<file path="src/rtl/tub_thresh_dac_loader.sv">
// Serial loader for the TUB 12-bit threshold DAC (SCLK/SDI/LD_N).
// Optional periodic reload of CODE_OUT: define TUB_DAC_AUTO_REFRESH_EN.
module tub_thresh_dac_loader #(
  parameter int DATA_W      = 12,
  parameter int DIV         = 4,
  parameter int LD_CYC      = 2,
  parameter int REFRESH_CYC = 65536
) (
  input  logic              clk,
  input  logic              reset,
  input  logic              wr,
  input  logic [DATA_W-1:0] wdata,
  output logic              busy,
  output logic              done,
  output logic              wr_drop,
  output logic [DATA_W-1:0] code_out,
  output logic              sclk,
  output logic              sdi,
  output logic              ld_n
);

  localparam int CMAX = (DIV > LD_CYC) ? DIV : LD_CYC;
  localparam int CW   = $clog2(CMAX + 1);
  localparam int BW   = $clog2(DATA_W + 1);

  localparam logic [CW-1:0] DIV_LAST  = CW'(DIV - 1);
  localparam logic [CW-1:0] LD_LAST   = CW'(LD_CYC - 1);
  localparam logic [BW-1:0] BITS_INIT = BW'(DATA_W);
  localparam logic [BW-1:0] BITS_ONE  = BW'(1);

  typedef enum logic [1:0] {
    IDLE,
    SETUP,
    HIGH,
    LOAD
  } state_t;

  state_t            state;
  logic [DATA_W-1:0] shreg;
  logic [DATA_W-1:0] code_q;
  logic [DATA_W-1:0] nxt;
  logic [CW-1:0]     cnt;
  logic [BW-1:0]     bits;
  logic              host;
  logic              go_ref;

  assign nxt = shreg << 1;

`ifdef TUB_DAC_AUTO_REFRESH_EN
  localparam int IW = $clog2(REFRESH_CYC + 1);
  localparam logic [IW-1:0] IDLE_LAST = IW'(REFRESH_CYC - 1);

  logic [IW-1:0] idle_cnt;

  // A host write in the expiry cycle takes priority over the refresh.
  assign go_ref = (state == IDLE) && !wr && (idle_cnt == IDLE_LAST);

  always_ff @(posedge clk) begin
    if (reset) begin
      idle_cnt <= '0;
    end else if (state != IDLE || wr || go_ref) begin
      idle_cnt <= '0;
    end else begin
      idle_cnt <= idle_cnt + IW'(1);
    end
  end
`else
  assign go_ref = 1'b0;
`endif

  always_ff @(posedge clk) begin
    if (reset) begin
      state    <= IDLE;
      shreg    <= '0;
      code_q   <= '0;
      cnt      <= '0;
      bits     <= '0;
      host     <= 1'b0;
      busy     <= 1'b0;
      done     <= 1'b0;
      wr_drop  <= 1'b0;
      code_out <= '0;
      sclk     <= 1'b0;
      sdi      <= 1'b0;
      ld_n     <= 1'b1;
    end else begin
      done    <= 1'b0;
      wr_drop <= wr && busy;
      unique case (state)
        IDLE: begin
          sclk <= 1'b0;
          ld_n <= 1'b1;
          if (wr) begin
            shreg  <= wdata;
            code_q <= wdata;
            sdi    <= wdata[DATA_W-1];
            host   <= 1'b1;
          end else if (go_ref) begin
            shreg  <= code_out;
            code_q <= code_out;
            sdi    <= code_out[DATA_W-1];
            host   <= 1'b0;
          end
          if (wr || go_ref) begin
            state <= SETUP;
            busy  <= 1'b1;
            bits  <= BITS_INIT;
            cnt   <= '0;
          end
        end
        SETUP: begin
          if (cnt == DIV_LAST) begin
            cnt   <= '0;
            sclk  <= 1'b1;
            state <= HIGH;
          end else begin
            cnt <= cnt + CW'(1);
          end
        end
        HIGH: begin
          if (cnt == DIV_LAST) begin
            cnt   <= '0;
            sclk  <= 1'b0;
            shreg <= nxt;
            bits  <= bits - BW'(1);
            if (bits == BITS_ONE) begin
              sdi   <= 1'b0;
              ld_n  <= 1'b0;
              state <= LOAD;
            end else begin
              sdi   <= nxt[DATA_W-1];
              state <= SETUP;
            end
          end else begin
            cnt <= cnt + CW'(1);
          end
        end
        LOAD: begin
          if (cnt == LD_LAST) begin
            cnt   <= '0;
            ld_n  <= 1'b1;
            busy  <= 1'b0;
            state <= IDLE;
            if (host) begin
              done     <= 1'b1;
              code_out <= code_q;
            end
          end else begin
            cnt <= cnt + CW'(1);
          end
        end
        default: state <= IDLE;
      endcase
    end
  end

endmodule

</file>
<file path="config.mk">
export PLATFORM = sky130hd
export DESIGN_NAME = tub_thresh_dac_loader
export DESIGN_NICKNAME = d
export VERILOG_FILES = /design/src/rtl/tub_thresh_dac_loader.sv
export SDC_FILE = /design/constraint.sdc
export NUM_CORES = 1
export LEC_CHECK = 0
export CELL_PAD_IN_SITES_DETAIL_PLACEMENT = 1
export CELL_PAD_IN_SITES_GLOBAL_PLACEMENT = 1
export CORE_ASPECT_RATIO = 0.9
export CORE_MARGIN = 3
export CORE_UTILIZATION = 30
export DETAILED_ROUTE_END_ITERATION = 12
export PLACE_DENSITY = 0.7
export SKIP_LAST_GASP = 1
export SLEW_MARGIN = 15
export SYNTH_ARGS = -nofsm -noshare
export SYNTH_HDL_FRONTEND = slang
export SYNTH_SLANG_ARGS = --single-unit
</file>
<file path="constraint.sdc">
create_clock -name clk -period 1.8 [get_ports clk]
set_input_delay 0.36 -clock clk [delete_from_list [all_inputs] [get_ports clk]]
set_output_delay 0.36 -clock clk [all_outputs]
set_load 0.01 [all_outputs]
</file>
==> out/metrics.yaml, run 1 <==
status: "finished, final reports clean"
vias_per_cell: 4.81
dp_hpwl_mm: 3.93
hold_violations: 0
syn_area_per_cell_sq_um: 8.64
reg2reg_to: "state[0]"
io_buffers: 32
grt_pass1_vias: 1922
fin_nets: 321
die_area_sq_um: 8370
hold_path_startpoint: "code_q[8]"
firstDrtPassIters: 4
htreeDepth: 2
area_growth_pct: 29.5
synth_common_cells: "nand2_1, dfxtp_1, a21oi_1"
die_x_um: 96.1
fmax_mhz: 590
worst_slew_pin_slew_ns: 0.330
track_usage_pct: 13.5
die_h_um: 87.1
max-clock-path-buffers: 2
routabilityCongestion: 0.768
synth_top_area_share_pct: 46.5
wl_per_cell_um: 13.5
ys_top_cells_by_area: "dfxtp_1, nand2_1, a21oi_1"
start_util_pct: 32.1
ys_types: 40
core_area_sq_um: 6830
setup_viol: 0
r2r-start: "state[1]"
min_path_type: "reg -> reg"
cts_buffers: 5
r2r_slack_ns: 0.11
rsz0062_at_grt: "false"
synth_edf_count: 0
layout_setup_ws_ns: 0.105
vias: 1855
grt_max_degree: 26
drt-initial-drc-count: 79
cts.sinks: 51
p_leak_nw: 1.06
synth_warnings: 0
antenna_found_initial: 0
crit_required_ns: 2.03
yosysSeqAreaShare_pct: 46.5
postCtsHoldBufs: 0
arrival_ns: 1.92
ant_nets: 0
wl_mm: 5.21
drive_gt1_share_pct: 11.8
min_to: "code_out[8]"
clock_skew_ns: 0.00881
io_pins: 33
ys.flop_type: "dfxtp_1"
fin_crit_ns: 1.69
cts_resized: 0
ir_worst_vdd_mv: 0.441
drc: 0
fin_tns_setup_ns: 0
synth.most_common_cell: "nand2_1"
tritoncts: "yes"
antenna_cells: 0
grt_pass1_wl_mm: 8.99
cp-end-kind: "flop"
grt_overflow: 0
yosys.area.top_type: "dfxtp_1"
place_ws_ns: -0.00178
drv_cap: 0
start_kind: "flop"
reg2reg_depth: 7
critPathMaxFanout: 4
power.density_nw_per_um2: 1360
clk_pin_slew_ns: 0.09
critPathKind: "reg -> reg"
whs_path_depth: 2
cts_setup_buffers: 0
relSlewSlack_pct: 78.0
slew_violations: 0
ys_seq_elements: 51
synth_area_sq_um: 2190
finalCritPeriodShare_pct: 94.2
syn-num-nets: 279
synthCells: 254
std_cell_rows: 28
cts_root_buf: "clkbuf_8"
synth-async-reset-ratio_pct: 0
clock_latency_ns: 0.30
## state kept, by name, summed over array words and instances, names as in the netlist, 2 cells and up
| signal | count |
|---|---|
| state | 2 |
| cnt | 3 |
| code_out | 12 |
| shreg | 11 |
| code_q | 12 |
| bits | 4 |
## cells in the final DEF (no fill, tap or decap), types with 3 or more instances in the layout
cell,instances
clkbuf_8,5
a211oi_1,13
buf_4,14
dfxtp_2,3
clkdlybuf4s50_1,32
mux2i_1,10
dfxtp_1,48
nand2_1,54
ha_1,8
a21oi_1,29
or3_1,3
a22oi_1,3
nor2_1,23
nand2b_1,4
inv_1,11
o21ai_0,3
## through the flow
step	instances	hold slack (ns)	cell area (sq um)	util (%)	power, mW
6_report	386	0.455	2840	41.6	3.88
3_3_place_gp	379	0.444	2700	39.5	2.97
5_1_grt	386	0.481	2840	41.6	4.18
2_1_floorplan	254	0.432	2190	-	2.49
4_1_cts	386	0.460	2810	41.1	3.84
3_5_place_dp	379	0.446	2700	39.5	3.04
## per-layer routing
metal | track usage (%) | vias to the layer above | share of wire (%)
met5 | 0 | - | 0
met4 | 3.23 | 0 | 0.92
met3 | 2.85 | 6 | 2.8
met2 | 21.1 | 26 | 45
met1 | 19.1 | 878 | 51
li1 | - | 945 | -
## power breakdown
group	switching (mW)	internal, mW	total, mW	leakage, nW
Combinational	0.820	0.778	1.60	0.589
Clock	0.376	0.407	0.782	0.0502
Sequential	0.136	1.36	1.50	0.419
Total	1.33	2.55	3.88	1.06
## worst max-delay path by stage
stage                         from  endpoint  slack, ns  cells past startpoint
after detailed placement        wr  shreg[1]     -0.002                      6
after global routing      state[1]  shreg[4]       0.01                      8
final                     state[1]  state[0]       0.11                      7
after CTS                 state[1]  shreg[6]       0.05                      7
after floorplan           state[0]   bits[2]       0.02                      7
after global placement          wr   bits[2]       0.02                      5
## layout make-up
| cell class | instances | area, sq um |
|---|---|---|
| fill | 819 | 3990 |
| multi-input combinational | 178 | 1090 |
| sequential | 51 | 1020 |
| timing repair buffer | 49 | 468 |
| tap | 90 | 113 |
| clock buffer | 5 | 68.8 |
| inverter | 11 | 41.3 |
| clock inverter | 2 | 37.5 |
## worst max-delay path, stage by stage (launching register included)
cell and delay, ns:
dfxtp_2 0.37, inv_1 0.11, ha_1 0.21, or2_1 0.24
a221oi_2 0.29, buf_4 0.18, nor2_1 0.04, a211oi_1 0.19
## cell families after synthesis
| family | share of synthesized area, % |
|---|---|
| muxes | 4.56 |
| and+or+nand+nor | 18.9 |
| xor gates and xnor gates | 0.399 |
| AOI/OAI and AO/OA | 18.9 |
| DFF | 46.5 |
| buffers and inverters | 4.96 |
| adders and majority gates | 5.70 |
Note: power is estimated with default switching activity, not from simulation.
==> inputs of run 2 (changes only) <==
PLACE_DENSITY = 0.68   (was 0.7)
clock period = 1.6 ns   (was 1.8 ns; I/O delays follow)
==> run 2 against run 1 <==
  * Worst hold slack gained 0.00078 ns
  * Sequential power up 15%
  * Total power grew 24%
  * First-iteration DRC count fell by 27%
  * Register-to-register slack worse by 0.08 ns
  * Sequential share of layout area fell by 2.4 points
  * Critical path type unchanged
  * Critical endpoint is now shreg[3]
  * Largest cell class unchanged
  * Largest power group unchanged
  * Highest routed layer unchanged
==> out/metrics.yaml, run 2 (synthesized netlist as in run 1, its figures left out) <==
start_util_pct: 32.1
min_to: "code_out[8]"
cpPeakStageDelay_ns: 0.39
pwr-share-seq_pct: 35.7
htreeDepth: 2
cts_buffers: 5
wl_per_cell_um: 14.5
grtUsageMet2_pct: 22.9
arrival_ns: 1.80
grt_max_degree: 47
area_growth_pct: 39.6
core_area_sq_um: 6830
reg2reg_to: "shreg[3]"
layout_setup_ws_ns: 0.0253
critPathKind: "reg -> reg"
fin_nets: 333
grt_overflow: 0
drt-initial-drc-count: 58
mostFrequentLayoutCells: "nand2_1, dfxtp_1, clkdlybuf4s50_1"
rsz0062_at_grt: "true"
start_kind: "flop"
cts_root_buf: "clkbuf_8"
whs_path_depth: 2
vias: 1938
clock_skew_ns: 0.00452
cp-end-kind: "flop"
use_met1_pct: 19.1
hold_violations: 0
critPathMaxFanout: 5
ant_nets: 0
worst_slew_pin_slew_ns: 0.323
grt_pass1_vias: 1984
crit_required_ns: 1.83
hold_path_startpoint: "code_q[8]"
drive_gt1_share_pct: 21.4
r2r_slack_ns: 0.03
numPlacedInstances: 379
final_common_cell: "nand2_1"
max-clock-path-buffers: 2
track_usage_pct: 14.3
internal_power_mw: 3.08
stdcell_count: 399
drv_cap: 0
grt_busiest_layer: "met2"
reg2reg_depth: 8
cts.sinks: 51
power.density_nw_per_um2: 1570
crit_chain: "inv_4 > ha_4 > nor2b_4 > a211oi_4 > buf_4 > clkbuf_16 > nor2_1 > a211oi_2"
wl_mm: 5.80
std_cell_rows: 28
p_sw_mw: 1.73
total_power_mw: 4.81
fin_util_pct: 44.8
antenna_found_initial: 0
tritoncts: "yes"
grt_use_met3_pct: 3.28
min_path_type: "reg -> reg"
ir_worst_vdd_mv: 0.501
die_area_sq_um: 8370
routabilityCongestion: 0.767
r2r-start: "state[1]"
firstDrtPassIters: 5
p_sw_share_pct: 36.0
vias_per_cell: 4.86
io_pins: 33
fmax_mhz: 635
slowest_stage: "dfxtp_4"
reg_top3: "code_out: 12 flops, code_q: 12 flops, shreg: 11 flops"
die_x_um: 96.1
fin_tns_setup_ns: 0
p_leak_nw: 1.14
setup_viol: 0
dp_hpwl_mm: 3.86
slew_violations: 0
clock_latency_ns: 0.30
clk_pin_slew_ns: 0.10
comb_power_share_pct: 47.7
relSlewSlack_pct: 78.4
place_ws_ns: -0.168
status: "finished, final reports clean"
drc: 0
die_h_um: 87.1
grt_pass1_wl_mm: 9.43
nFillCells: 810
fin_crit_ns: 1.57
finalCritPeriodShare_pct: 98.4
clkPwrFrac_pct: 16.6
io_buffers: 32
antenna_cells: 0
## run 2: changes by cell type in the layout (fill, tap and decap cells not counted), sizes merged
cell,delta
buf,+11
clkinv,+1
clkbuf,+2
bufinv,-1
## run 2: repair_timing
action,CTS,global route
resized for setup,8,21
cloned,1,1
endpoints found under the setup margin,4,32
hold buffers,0,0
pin swaps,5,18
buffers inserted,7,4
## run 2: layout make-up
type | instances | area [sq um] | share of cell area (%)
clock buffer | 6 | 82.6 | 2.70
clock inverter | 2 | 16.3 | 0.531
inverter | 11 | 46.3 | 1.51
multi-input combinational | 178 | 1170 | 38.2
sequential | 51 | 1030 | 33.6
tap | 90 | 113 | 3.68
timing repair buffer | 61 | 604 | 19.7
## run 2: how the worst max path moves through the flow
stage	end	slack, ns	from	cells past startpoint
global placement	bits[2]	-0.12	wr	5
CTS	bits[1]	-0.003	state[1]	8
detailed placement	shreg[9]	-0.17	wr	6
global route	state[0]	-0.06	state[0]	7
finish	shreg[3]	0.03	state[1]	8
floorplan	shreg[1]	0.007	state[0]	8
## run 2: power groups by stage
stage,logic (mW),clock network [mW],registers [mW]
after detailed placement,1.74,0,1.73
after global placement,1.69,0,1.72
after floorplan,1.17,0,1.70
final,2.29,0.799,1.72
after CTS,2.04,0.834,1.70
after global routing,2.52,0.890,1.75
## run 2: layer usage
| layer | routed length [um] | vias to the layer above |
|---|---|---|
| li1 | - | 967 |
| met1 | 2720 | 938 |
| met2 | 2860 | 25 |
| met3 | 166 | 8 |
| met4 | 50 | 0 |
| met5 | 0 | - |
## run 2: per-stage QoR
step	hold slack [ns]	instance area [sq um]
after detailed placement	0.449	2750
after CTS	0.463	2950
final	0.456	3060
after global placement	0.445	2750
after floorplan	0.432	2220
after global routing	0.473	3060
## run 2: worst max-delay path, delay by kind of cell (launching register included)
| kind | cells | cell delay, ns |
|---|---|---|
| DFF | 1 | 0.39 |
| AOI/OAI and AO/OA | 2 | 0.38 |
| buffers and inverters | 3 | 0.35 |
| and+or+nand+nor | 2 | 0.21 |
| adders and majority gates | 1 | 0.16 |
